`config.mk`:
```
export PLATFORM = sky130hd
export DESIGN_NAME = player_controller
export DESIGN_NICKNAME = d
export VERILOG_FILES = /design/src/rtl/doom_pkg.sv /design/src/rtl/release_debouncer.sv /design/src/rtl/player_controller.sv
export SDC_FILE = /design/constraint.sdc
export NUM_CORES = 1
export LEC_CHECK = 0
export ABC_AREA = 1
export CAP_MARGIN = 20
export CORE_AREA = 2 2 67 56
export CTS_CLUSTER_DIAMETER = 200
export DETAILED_ROUTE_END_ITERATION = 6
export DIE_AREA = 0 0 69 58
export GPL_TIMING_DRIVEN = 0
export PLACE_DENSITY_LB_ADDON = 0.25
export SLEW_MARGIN = 30
export SYNTH_ARGS = -nofsm -noshare
export SYNTH_HDL_FRONTEND = slang
export SYNTH_SLANG_ARGS = --single-unit
```
`constraint.sdc`:
```
create_clock -name clk -period 2.1 [get_ports clk]
set_input_delay 0.42 -clock clk [delete_from_list [all_inputs] [get_ports clk]]
set_output_delay 0.42 -clock clk [all_outputs]
set_load 0.01 [all_outputs]
```
`src/rtl/doom_pkg.sv`:
```
// Types and map-size defaults shared by the player controller and map/renderer logic.
package doom_pkg;

   localparam int MAP_W_DEF = 16;
   localparam int MAP_H_DEF = 16;

   typedef enum logic [1:0] {
      DIR_N = 2'd0,
      DIR_E = 2'd1,
      DIR_S = 2'd2,
      DIR_W = 2'd3
   } dir_t;

   typedef enum logic [1:0] {
      ST_IDLE,
      ST_QUERY,
      ST_WAIT_RELEASE
   } pstate_t;

endpackage

```
`src/rtl/release_debouncer.sv`:
```
// Asserts released_o once pressed_i has been low for CYCLES consecutive cycles,
// counting the current cycle. Any pressed_i=1 restarts the count.
module release_debouncer #(
   parameter int CYCLES = 1000000
) (
   input  logic clk,
   input  logic rst,
   input  logic pressed_i,
   output logic released_o
);

   localparam int CW = $clog2(CYCLES + 1);

   logic [CW-1:0] cnt_q, cnt_d;

   always_comb begin
      cnt_d = cnt_q;
      if (pressed_i)
         cnt_d = '0;
      else if (cnt_q != CW'(CYCLES))
         cnt_d = cnt_q + CW'(1);
   end

   always_ff @(posedge clk or posedge rst) begin
      if (rst) cnt_q <= '0;
      else     cnt_q <= cnt_d;
   end

   assign released_o = !pressed_i && (cnt_q >= CW'(CYCLES - 1));

endmodule

```
`src/rtl/player_controller.sv`:
```
// Turns synchronized button presses into one player action each (turn or wall-checked step).
// Optional release debounce: define PLAYER_CTRL_DEBOUNCE_EN.
module player_controller
   import doom_pkg::*;
#(
   parameter int MAP_W           = MAP_W_DEF,
   parameter int MAP_H           = MAP_H_DEF,
   parameter int X_W             = 4,
   parameter int Y_W             = 4,
   parameter int START_X         = 1,
   parameter int START_Y         = 1,
   parameter int START_DIR       = 0,
   parameter int DEBOUNCE_CYCLES = 1000000
) (
   input  logic           clk,
   input  logic           rst,
   input  logic           rotateN90_press,
   input  logic           forward_press,
   input  logic           rotate90_press,
   input  logic           pressed,
   output logic           wall_req,
   output logic [X_W-1:0] wall_x,
   output logic [Y_W-1:0] wall_y,
   input  logic           wall_ack,
   input  logic           wall_hit,
   output logic [X_W-1:0] pos_x,
   output logic [Y_W-1:0] pos_y,
   output logic [1:0]     dir,
   output logic           moved,
   output logic           blocked,
   output logic           busy
);

   // bit 3 = pressed, 2 = rotate90, 1 = forward, 0 = rotateN90
   logic [3:0] sync1_q, sync2_q;
   logic       s_rn90, s_fwd, s_r90, s_any;
   logic       release_ok;

   pstate_t        state_q, state_d;
   dir_t           dir_q, dir_d;
   logic [X_W-1:0] pos_x_q, pos_x_d, wall_x_q, wall_x_d, tgt_x;
   logic [Y_W-1:0] pos_y_q, pos_y_d, wall_y_q, wall_y_d, tgt_y;
   logic           moved_q, moved_d, blocked_q, blocked_d;
   logic           oob;

   // The pressed bit resets high so a button held through reset reads as
   // still down until real samples arrive, keeping WAIT_RELEASE closed.
   always_ff @(posedge clk or posedge rst) begin
      if (rst) begin
         sync1_q <= 4'b1000;
         sync2_q <= 4'b1000;
      end else begin
         sync1_q <= {pressed, rotate90_press, forward_press, rotateN90_press};
         sync2_q <= sync1_q;
      end
   end

   assign {s_any, s_r90, s_fwd, s_rn90} = sync2_q;

`ifdef PLAYER_CTRL_DEBOUNCE_EN
   release_debouncer #(.CYCLES(DEBOUNCE_CYCLES)) u_release_debouncer (
      .clk       (clk),
      .rst       (rst),
      .pressed_i (s_any),
      .released_o(release_ok)
   );
`else
   logic unused_debounce;
   assign unused_debounce = (DEBOUNCE_CYCLES == 0);
   assign release_ok      = !s_any;
`endif

   always_comb begin
      tgt_x = pos_x_q;
      tgt_y = pos_y_q;
      oob   = 1'b0;
      case (dir_q)
         DIR_N: begin oob = (pos_y_q == '0);             tgt_y = pos_y_q - Y_W'(1); end
         DIR_E: begin oob = (pos_x_q == X_W'(MAP_W - 1)); tgt_x = pos_x_q + X_W'(1); end
         DIR_S: begin oob = (pos_y_q == Y_W'(MAP_H - 1)); tgt_y = pos_y_q + Y_W'(1); end
         default: begin oob = (pos_x_q == '0);           tgt_x = pos_x_q - X_W'(1); end
      endcase
   end

   always_comb begin
      state_d   = state_q;
      dir_d     = dir_q;
      pos_x_d   = pos_x_q;
      pos_y_d   = pos_y_q;
      wall_x_d  = wall_x_q;
      wall_y_d  = wall_y_q;
      moved_d   = 1'b0;
      blocked_d = 1'b0;
      case (state_q)
         ST_IDLE: begin
            if (s_r90) begin
               dir_d   = dir_t'(dir_q + 2'd1);
               state_d = ST_WAIT_RELEASE;
            end else if (s_rn90) begin
               dir_d   = dir_t'(dir_q - 2'd1);
               state_d = ST_WAIT_RELEASE;
            end else if (s_fwd) begin
               if (oob) begin
                  blocked_d = 1'b1;
                  state_d   = ST_WAIT_RELEASE;
               end else begin
                  wall_x_d = tgt_x;
                  wall_y_d = tgt_y;
                  state_d  = ST_QUERY;
               end
            end else if (s_any) begin
               state_d = ST_WAIT_RELEASE;
            end
         end
         ST_QUERY: begin
            if (wall_ack) begin
               if (wall_hit) begin
                  blocked_d = 1'b1;
               end else begin
                  pos_x_d = wall_x_q;
                  pos_y_d = wall_y_q;
                  moved_d = 1'b1;
               end
               state_d = ST_WAIT_RELEASE;
            end
         end
         default: begin
            if (release_ok) state_d = ST_IDLE;
         end
      endcase
   end

   always_ff @(posedge clk or posedge rst) begin
      if (rst) begin
         state_q   <= ST_WAIT_RELEASE;
         dir_q     <= dir_t'(2'(START_DIR));
         pos_x_q   <= X_W'(START_X);
         pos_y_q   <= Y_W'(START_Y);
         wall_x_q  <= '0;
         wall_y_q  <= '0;
         moved_q   <= 1'b0;
         blocked_q <= 1'b0;
      end else begin
         state_q   <= state_d;
         dir_q     <= dir_d;
         pos_x_q   <= pos_x_d;
         pos_y_q   <= pos_y_d;
         wall_x_q  <= wall_x_d;
         wall_y_q  <= wall_y_d;
         moved_q   <= moved_d;
         blocked_q <= blocked_d;
      end
   end

   assign wall_req = (state_q == ST_QUERY);
   assign busy     = (state_q != ST_IDLE);
   assign wall_x   = wall_x_q;
   assign wall_y   = wall_y_q;
   assign pos_x    = pos_x_q;
   assign pos_y    = pos_y_q;
   assign dir      = dir_q;
   assign moved    = moved_q;
   assign blocked  = blocked_q;

endmodule

```
======== Word-level counts from Yosys, hierarchy flattened ========
Index checks and enable logic that the tools add are counted.
cells by class
  add/subtract/negate cells ............... 6
  eq/ne operators ......................... 8
  muxes and demuxes ....................... 23
  bitwise operators ....................... 4
  reduce and logical (&&, ||, !) cells .... 11
operators by type and width
  operator                                                            count
  2-bit two-way mux                                                   9
  4-bit one-hot mux with 2 select lines                               2
  1-bit two-way mux                                                   9
  4-bit by 1-bit adder with 4-bit output, second input constant       2
  4-bit == test, second input constant                                2
  4-bit logical NOT                                                   2
  4-bit by 1-bit subtractor with 4-bit output, second input constant  2
  3-bit AND reduction                                                 2
  5-bit != test, second input constant                                1
  5-bit AND reduction                                                 1
  2-bit by 1-bit == test with 1-bit output, second input constant     2
  2-bit logical NOT                                                   2
  1-bit inverter                                                      4
  2-bit one-hot mux with 2 select lines                               1
  2-bit nonzero test                                                  2
  3-bit by 2-bit != test with 1-bit output, second input constant     1
  1-bit one-hot mux with 3 select lines                               1
  2-bit by 1-bit adder with 2-bit output, second input constant       1
  2-bit == test, second input constant                                1
  2-bit by 1-bit != test with 1-bit output, second input constant     1
  1-bit one-hot mux with 2 select lines                               1
  2-bit AND reduction                                                 1
  2-bit OR reduction                                                  1
  2-bit by 1-bit subtractor with 2-bit output, second input constant  1
word-level totals
  register bits after elaboration ......... 30
  bits of input ports ..................... 8
  output and inout bits ................... 22
  logic and storage cells ................. 62

======== Depth between registers and ports, before layout ========
Gate-level depths: netlist of run 1.
  depth after elaboration ................. 7
  mapped depth ............................ 14
  mapped depth without buffers ............ 13

======== Worst setup path after synthesis of run 1 ========
No wires, ideal clock.
  path kind ............................... reg2reg
  from .................................... register dir_q[0], in the netlist dir[0]
  to ...................................... register wall_y_q[3], in the netlist wall_y[3]
  setup time .............................. 0.066 ns
  data arrival time ....................... 1.765 ns
  required time ........................... 2.034 ns
  setup slack ............................. 0.269 ns
  stages on the path, launching flop included .. 15
  buffers on the path ..................... 1
  period minus slack after synthesis ...... 1.831 ns
  cell sequence ........................... dfrtp_1 > inv_1 > ha_1 > clkbuf_2 > inv_1 > ha_1 > nand2_1 > nand2_1 > nor2_1 > nand2_1 > nand2_1 > nand2_1 > nand2_1 > nand4_1 > nand2_1
between the ends
  word-level cells in the longest chain between the ends .. 4
  elaborated cells between the ends (all ways) .. 7
  those cells by class .................... 2 x eq/ne; 2 x mux; 1 x bitwise; 2 x reduce/logical
ends and longest elaborated chain
  item                                         RTL line                  text
  start: declaration                           player_controller.sv:40   dir_t dir_q, dir_d;
  start signal: assignment                     player_controller.sv:136  dir_q <= dir_t'(2'(START_DIR));
  start signal: assignment                     player_controller.sv:145  dir_q <= dir_d;
  2-bit == test, or another cell as far along  player_controller.sv:77   case (dir_q)
  1-bit one-hot mux with 3 select lines        player_controller.sv:77
  1-bit inverter (no line)                     n/a
  5-bit AND reduction (no line)                n/a
  end signal: assignment                       player_controller.sv:149  wall_y_q <= wall_y_d;
  end: declaration                             player_controller.sv:42   logic [Y_W-1:0] pos_y_q, pos_y_d, wall_y_q, wall_y_d, tgt_y;
Several ways; a longest one is shown, not always the timed one.
A chain may end at the register's enable or synchronous reset.

======== Final worst setup path of run 1 ========
Ends and elaborated chain as after synthesis.

==> results of run 1 <==
-- per-stage QoR --
step	instance area (µm²)	hold WS [ps]
after floorplan	1620	331
after global placement	1960	333
after detailed placement	1960	335
after CTS	2040	349
after global routing	2050	358
final	2050	348
-- area by class of cell --
class                      instances  area [µm²]  area share
sequential                        30         758       0.371
multi-input combinational        131         742       0.363
timing repair buffer              29         290       0.142
inverter                          26        97.6      0.0477
clock buffer                       6        72.6      0.0355
tap                               42        52.6      0.0257
buffer                             4        22.5      0.0110
clock inverter                     2        10.0     0.00489
-- path summary, 6_finish.rpt --
kind,to,start,cells after the start
min reg2reg,sync2_q[2]$_DFF_PP0_,sync1_q[2]$_DFF_PP0_,0
max in group asynchronous,dir[0]$_DFFE_PP0P_,rst,2
max reg2reg,wall_y[3]$_DFFE_PP0P_,dir[0]$_DFFE_PP0P_,14
min in group asynchronous,wall_y[2]$_DFFE_PP0P_,rst,2
min,sync2_q[2]$_DFF_PP0_,sync1_q[2]$_DFF_PP0_,0
max,wall_y[3]$_DFFE_PP0P_,dir[0]$_DFFE_PP0P_,14
-- cells by family after synthesis --
| kind of cell | Yosys count | share of synthesized area |
|---|---|---|
| AO/OA/AOI/OAI | 13 | 0.0402 |
| flip-flops | 30 | 0.468 |
| XOR/XNOR | 10 | 0.0542 |
| adder cells (fa/ha/maj) | 10 | 0.0867 |
| buffers and inverters | 30 | 0.0728 |
| AND/OR/NAND/NOR | 98 | 0.278 |
-- cell usage after synthesis (all sizes together) --
cell type and n:
fa 2, nand4 10, ha 8, clkbuf 2
nand3 7, nand2 68, buf 2, inv 26
xnor2 4, dfrtp 25, xor2 6, nor3 1
nor2 11, dfstp 5, o21ai 13, nor4 1
-- power breakdown --
part,internal [mW],switching (mW)
Combinational,0.738,0.834
Clock,0.229,0.205
Sequential,0.780,0.208
Total,1.75,1.25
-- registers in the layout, summed over array words and instances, names as in the netlist --
signal / cells
pos_x: 4
wall_y: 4
dir: 2
state_q: 2
blocked: 1
pos_y: 4
sync2_q: 4
moved: 1
sync1_q: 4
wall_x: 4
-- layer usage --
metal / global-route usage / vias up
met3: 0.0591 / 6
met5: 0 / -
met2: 0.268 / 52
met4: 0.0588 / 0
li1: - / 668
met1: 0.239 / 588
-- repair_timing --
action | 4_1_cts | 5_1_grt
setup buffers | 0 | 0
setup endpoints to repair | 0 | 2
gates resized for setup | 0 | 4
-- worst reg2reg max path, delay by kind of cell, from the launching register on --
kind | cells | cell delay (ps)
adder cells (fa/ha/maj) | 2 | 520
buffers and inverters | 3 | 310
flip-flops | 1 | 440
AND/OR/NAND/NOR | 9 | 630
==> impl_metrics.env, run 1 <==
export IMPL_synthCells=191
export IMPL_cp_common_cell="nand2_1"
export IMPL_cp_start_kind="register"
export IMPL_worst_slack_ps=153
export IMPL_grt_pass1_wl_mm=5.44
export IMPL_hold_viol_final=0
export IMPL_hp_class="reg -> reg"
export IMPL_skew_ps=7.31
export IMPL_finish_net_count=245
export IMPL_worst_path_buf_inv=3
export IMPL_slew_violations=0
export IMPL_first_global_vias=1178
export IMPL_max_freq_mhz=514
export IMPL_io_pins=30
export IMPL_fillers=311
export IMPL_ctsHoldBuffers=0
export IMPL_synth_area_per_cell_um2=8.46
export IMPL_syn_area_um2=1620
export IMPL_ant_nets=0
export IMPL_wl_met1_mm=1.54
export IMPL_antenna_found_initial=0
export IMPL_worst_path_max_delay_cell="dfrtp_2"
export IMPL_diodes=0
export IMPL_fp_dieH_um=58
export IMPL_post_route_util=0.615
export IMPL_die_width_um=69
export IMPL_irDropWorstVdd_mv=0.797
export IMPL_critPathArrivalTime_ps=2160
export IMPL_cts_htree_levels=2
export IMPL_yosysSeqAreaShare=0.468
export IMPL_drc=0
export IMPL_tritoncts_num_buffers=5
export IMPL_status="finished clean"
export IMPL_rows=19
export IMPL_grt_max_degree=31
export IMPL_cts_tree="yes"
export IMPL_power_density_nw_per_um2=1460
export IMPL_clock_sink_count=30
export IMPL_cts_root_buf="clkbuf_8"
export IMPL_first_pass_iters=4
export IMPL_slowest_delay_ps=440
export IMPL_totalWireLength_mm=3.24
export IMPL_dr_max_layer_used="met4"
export IMPL_final_cell_mix="nand2_1, clkdlybuf4s50_1, inv_1, dfrtp_1, o21ai_0"
export IMPL_required_ps=2320
export IMPL_clk_path_buf_depth=2
export IMPL_tightest_slew_ps=644
export IMPL_rsz0062_at_grt="yes"
export IMPL_final_min_clock_period_ps=1950
export IMPL_crit_type="reg -> reg"
export IMPL_path_delay_family="simple AND/OR/NAND/NOR gates"
export IMPL_synth_top_area_share=0.387
export IMPL_layout_commonest_cell="nand2_1"
export IMPL_post_dp_hpwl_mm=2.41
export IMPL_dr_total_vias=1314
export IMPL_dieArea_um2=4000
export IMPL_slew_headroom=0.568
export IMPL_fin_crit_sh=0.927
export IMPL_clkTransAtPathRegs_ps=60
export IMPL_synth_nets=209
export IMPL_power_leakage_nw=1.05
export IMPL_p_total_mw=2.99
export IMPL_area_growth_pct=26.5
export IMPL_synth_cell_types=21
export IMPL_grt_overflow=0
export IMPL_clkLatencyLatePin_ps=280
export IMPL_worst_path_max_fanout=6
export IMPL_dp_slack_ps=90.1
export IMPL_final_cells=270
export IMPL_final_layout_size_suffix_gt1_frac=0.110
export IMPL_wl_met3_um=243
export IMPL_start_util=0.486
export IMPL_ys_ff_latch=30
export IMPL_critical_path_cell_chain="inv_1, ha_1, buf_4, inv_1, ha_1, nand2_1, nand2_1, nor2_1, nand2_1, nand2_1, nand2_1, nand2_1, nand4_1, nand2_1"
export IMPL_gp_congestion=0.780
export IMPL_dp_cells=262
export IMPL_drt_initial_drc_count=97
export IMPL_tns_ps=0
export IMPL_coreArea_um2=3330
export IMPL_port_buffers=29
export IMPL_yosys_top_cells_area="dfrtp_1, nand2_1, dfstp_2"
export IMPL_yosys_area_top_type="dfrtp_1"
export IMPL_routedWlPerCell_um=12.0
export IMPL_grt_usage=0.176
export IMPL_rrSetupSlack_ps=150
export IMPL_via_per_inst=4.87
export IMPL_drv_cap=0
export IMPL_synth_warnings=0
export IMPL_worstSetupEndpointType="register"
export IMPL_wl_met2_mm=1.42
export IMPL_setup_violations_final=0
Note: power is estimated with default switching activity, not from simulation.
==> run 2: changes to the inputs <==
--- a/config.mk
+++ b/config.mk
@@ -7,10 +7,12 @@
 export LEC_CHECK = 0
 export ABC_AREA = 1
 export CAP_MARGIN = 20
-export CORE_AREA = 2 2 67 56
+export CELL_PAD_IN_SITES_DETAIL_PLACEMENT = 2
+export CELL_PAD_IN_SITES_GLOBAL_PLACEMENT = 2
+export CORE_AREA = 2 2 86 71
 export CTS_CLUSTER_DIAMETER = 200
 export DETAILED_ROUTE_END_ITERATION = 6
-export DIE_AREA = 0 0 69 58
+export DIE_AREA = 0 0 88 73
 export GPL_TIMING_DRIVEN = 0
 export PLACE_DENSITY_LB_ADDON = 0.25
 export SLEW_MARGIN = 30
==> run 2 against run 1 <==
Net effect: power rose by 7.6%; via count rose by 5.4%; sequential cell count did not move; cell count rose by 15%; sequential power rose by 0.8%; maximum frequency rose by 0.29%; hold slack improved by 3.3 ps; critical path depth fell by 11; clock power rose by 12%; utilization fell by 24 points; largest power group unchanged; highest routed layer unchanged.
==> impl_metrics.env, run 2 (synthesized netlist as in run 1, its figures left out) <==
export IMPL_grt_max_degree=31
export IMPL_power_leakage_nw=1.06
export IMPL_final_cells=311
export IMPL_antenna_found_initial=0
export IMPL_final_cell_mix="nand2_1, clkdlybuf4s50_1, inv_1, dfrtp_1, o21ai_0"
export IMPL_diodes=0
export IMPL_status="finished clean"
export IMPL_critical_path_cell_chain="nor2_2, inv_2, clkdlybuf4s50_1"
export IMPL_first_pass_iters=5
export IMPL_slowest_delay_ps=560
export IMPL_layout_commonest_cell="nand2_1"
export IMPL_drv_cap=0
export IMPL_worst_path_buf_inv=2
export IMPL_tightest_slew_ps=646
export IMPL_cp_start_kind="register"
export IMPL_hold_path_depth=0
export IMPL_first_global_vias=1471
export IMPL_start_util=0.286
export IMPL_grt_pass1_wl_mm=7.45
export IMPL_crit_type="reg -> out"
export IMPL_worst_path_max_fanout=4
export IMPL_grt_usage=0.155
export IMPL_io_pins=30
export IMPL_final_min_clock_period_ps=1940
export IMPL_drt_initial_drc_count=33
export IMPL_dr_total_vias=1385
export IMPL_clock_sink_count=30
export IMPL_final_layout_size_suffix_gt1_frac=0.135
export IMPL_tritoncts_num_buffers=5
export IMPL_worstSetupEndpointType="output pin"
export IMPL_path_delay_family="buffers and inverters"
export IMPL_hp_class="reg -> reg"
export IMPL_coreArea_um2=5660
export IMPL_crit_start="state_q[1]$_DFFE_PP1P_"
export IMPL_min_delay_start="sync1_q[1]$_DFF_PP0_"
export IMPL_required_ps=1680
export IMPL_irDropWorstVdd_mv=0.510
export IMPL_drc=0
export IMPL_rows=25
export IMPL_clkLatencyLatePin_ps=280
export IMPL_gp_congestion=0.749
export IMPL_slew_headroom=0.566
export IMPL_cts_root_buf="clkbuf_8"
export IMPL_routedWlPerCell_um=14.7
export IMPL_setup_violations_final=0
export IMPL_fin_crit_sh=0.925
export IMPL_ant_nets=0
export IMPL_max_freq_mhz=515
export IMPL_area_growth_pct=32.9
export IMPL_worst_path_max_delay_cell="dfstp_2"
export IMPL_tns_ps=0
export IMPL_post_dp_hpwl_mm=3.31
export IMPL_dieArea_um2=6420
export IMPL_cts_tree="yes"
export IMPL_grt_overflow=0
export IMPL_fp_dieH_um=73
export IMPL_rsz0062_at_grt="no"
export IMPL_die_width_um=88
export IMPL_clkTransAtPathRegs_ps=60
export IMPL_port_buffers=29
export IMPL_hold_viol_final=0
export IMPL_skew_ps=12.0
export IMPL_cts_htree_levels=2
export IMPL_cp_depth=3
export IMPL_clk_path_buf_depth=2
export IMPL_via_per_inst=4.45
export IMPL_dp_cells=301
export IMPL_power_density_nw_per_um2=1500
export IMPL_critPathArrivalTime_ps=1520
export IMPL_slew_violations=0
export IMPL_finish_net_count=247
export IMPL_r2r_start="dir[1]$_DFFE_PP0P_"
export IMPL_r2r_cells=13
export IMPL_totalWireLength_mm=4.58
run 2: changes by cell type in the layout (fill, tap and decap cells not counted), sizes merged:
cell    previous run  this run
clkbuf             7         8
buf                3         5
clkinv             2         1
run 2: power by group:
part           leakage (nW)  internal, mW  switching, mW
sequential            0.365         0.779          0.216
clock                0.0482         0.264          0.222
combinational         0.650         0.799          0.940
total                  1.06          1.84           1.38
run 2: cell type report:
type,instances,area [µm²]
multi-input combinational,131,772
clock inverter,1,5.00
inverter,26,97.6
clock buffer,7,86.3
timing repair buffer,31,305
fill,660,3510
sequential,30,758
buffer,4,22.5
tap,81,101
run 2: path summary, 6_finish.rpt:
path / endpoint / slack (ps)
setup / recovery: busy / 160
hold / removal: sync2_q[1]$_DFF_PP0_ / 350
setup reg to reg: wall_x[3]$_DFFE_PP0P_ / 210
hold reg to reg: sync2_q[1]$_DFF_PP0_ / 350
max in group asynchronous: dir[1]$_DFFE_PP0P_ / 1090
min in group asynchronous: wall_y[0]$_DFFE_PP0P_ / 540
run 2: layer usage:
metal  global-route usage  wire length (µm)  share of wire
met1                0.205              2160           0.47
met2                0.247              2220           0.48
met3               0.0441               151          0.033
met4               0.0462                50          0.011
met5                    0                 0              0
run 2: repair_timing:
item,CTS,global route
resized for setup,1,7
endpoints found under the setup margin,1,2
hold buffers,0,0
setup buffers,2,0
run 2: through the flow:
stage	setup WS, ps	total power, mW	utilization	cell area, µm²	hold WS, ps
finish	158	3.22	0.379	2150	351
global route	6.51	3.56	0.379	2150	359
CTS	42.7	3.23	0.374	2120	352
detailed placement	-41.0	2.69	0.355	2010	337
global placement	38.1	2.62	0.355	2010	333
floorplan	269	1.97	-	1620	331
==> run 3: changes to the inputs <==
--- a/config.mk
+++ b/config.mk
@@ -13,7 +13,7 @@
 export CTS_CLUSTER_DIAMETER = 200
 export DETAILED_ROUTE_END_ITERATION = 6
 export DIE_AREA = 0 0 88 73
-export GPL_TIMING_DRIVEN = 0
+export GPL_ROUTABILITY_DRIVEN = 0
 export PLACE_DENSITY_LB_ADDON = 0.25
 export SLEW_MARGIN = 30
 export SYNTH_ARGS = -nofsm -noshare
==> run 3 against run 2 <==
Net effect: highest routed layer unchanged; utilization decreased by 0.20 points; largest power group unchanged; first-iteration DRC count down 67%; hold slack improved by 4.7 ps; global-route usage about the same.
==> impl_metrics.env, run 3 (synthesized netlist as in run 1, its figures left out) <==
export IMPL_status="finished clean"
export IMPL_cp_start_kind="register"
export IMPL_clk_path_buf_depth=2
export IMPL_dp_cells=304
export IMPL_ant_nets=0
export IMPL_cts_htree_levels=2
export IMPL_rsz0062_at_grt="no"
export IMPL_via_per_inst=4.43
export IMPL_tns_ps=0
export IMPL_drt_initial_drc_count=11
export IMPL_worst_path_max_fanout=4
export IMPL_fp_dieH_um=73
export IMPL_clock_sink_count=30
export IMPL_first_pass_iters=2
export IMPL_post_dp_hpwl_mm=3.38
export IMPL_final_cells=312
export IMPL_finish_net_count=248
export IMPL_max_freq_mhz=507
export IMPL_dr_total_vias=1382
export IMPL_port_buffers=29
export IMPL_final_cell_mix="nand2_1, clkdlybuf4s50_1, inv_1, dfrtp_1, o21ai_0"
export IMPL_start_util=0.286
export IMPL_grt_overflow=0
export IMPL_critPathArrivalTime_ps=1550
export IMPL_io_pins=30
export IMPL_cts_tree="yes"
export IMPL_coreArea_um2=5660
export IMPL_layout_commonest_cell="nand2_1"
export IMPL_fin_crit_sh=0.938
export IMPL_slew_headroom=0.673
export IMPL_crit_type="reg -> out"
export IMPL_grt_pass1_wl_mm=7.47
export IMPL_drv_cap=0
export IMPL_drc=0
export IMPL_skew_ps=4.92
export IMPL_diodes=0
export IMPL_totalWireLength_mm=4.36
export IMPL_cts_root_buf="clkbuf_8"
export IMPL_final_min_clock_period_ps=1970
export IMPL_clkLatencyLatePin_ps=280
export IMPL_area_growth_pct=32.2
export IMPL_tritoncts_num_buffers=5
export IMPL_hp_class="reg -> reg"
export IMPL_power_density_nw_per_um2=1480
export IMPL_grt_usage=0.155
export IMPL_die_width_um=88
export IMPL_irDropWorstVdd_mv=0.567
export IMPL_first_global_vias=1499
export IMPL_power_leakage_nw=1.07
export IMPL_worstSetupEndpointType="output pin"
export IMPL_rows=25
export IMPL_slew_violations=0
export IMPL_hold_viol_final=0
export IMPL_antenna_found_initial=0
export IMPL_final_layout_size_suffix_gt1_frac=0.121
export IMPL_required_ps=1680
export IMPL_setup_violations_final=0
export IMPL_grt_max_degree=31
export IMPL_routedWlPerCell_um=14.0
export IMPL_cts_setup_buffers=0
export IMPL_dieArea_um2=6420
export IMPL_tightest_slew_ps=486
export IMPL_clkTransAtPathRegs_ps=60
run 3: critical path: stages, from the launching register on:
cell and delay [ps]:
dfstp_2 560, inv_1 40, nand2_1 100, inv_1 80, clkdlybuf4s50_1 490
run 3: routing by layer:
layer / wire length [µm] / global-route usage
met5: 0 / 0
met4: 45 / 0.0410
met3: 130 / 0.0385
met2: 2120 / 0.254
met1: 2060 / 0.204
run 3: per-stage QoR:
stage / worst slack, ps / total power, mW / hold WS (ps) / utilization / area (µm²)
CTS: 42.9 / 3.23 / 357 / 0.377 / 2130
global route: 8.92 / 3.47 / 360 / 0.377 / 2140
detailed placement: 73.7 / 2.72 / 347 / 0.360 / 2040
global placement: 213 / 2.65 / 332 / 0.360 / 2040
floorplan: 269 / 1.97 / 331 / - / 1620
finish: 129 / 3.16 / 356 / 0.377 / 2140
run 3: where the power goes:
part           total [mW]  internal (mW)  switching [mW]
Combinational        1.67          0.778           0.896
Clock               0.477          0.264           0.213
Sequential           1.01          0.777           0.232
Total                3.16           1.82            1.34
run 3: final cells by class:
class	instances	area, µm²
clock buffers	7	86.3
clock inverters	1	5.00
fillers	670	3520
inverters	26	97.6
multi-input cells	131	747
flip-flops and latches	30	757
well taps	81	101
repair buffers	36	343
run 3: what timing repair did:
item / 4_1_cts / 5_1_grt
hold buffers: 0 / 0
setup endpoints to repair: 0 / 4
gates resized for setup: 0 / 2
run 3: final timing paths:
| check | start | endpoint | slack (ps) | cells past startpoint |
|---|---|---|---|---|
| min | sync1_q[3]$_DFF_PP1_ | sync2_q[3]$_DFF_PP1_ | 360 | 0 |
| max in group asynchronous | rst | pos_x[0]$_DFFE_PP1P_ | 1260 | 3 |
| min reg2reg | sync1_q[3]$_DFF_PP1_ | sync2_q[3]$_DFF_PP1_ | 360 | 0 |
| max | state_q[1]$_DFFE_PP1P_ | wall_req | 130 | 4 |
| min in group asynchronous | rst | dir[0]$_DFFE_PP0P_ | 510 | 3 |
| max reg2reg | dir[0]$_DFFE_PP0P_ | wall_y[3]$_DFFE_PP0P_ | 140 | 13 |
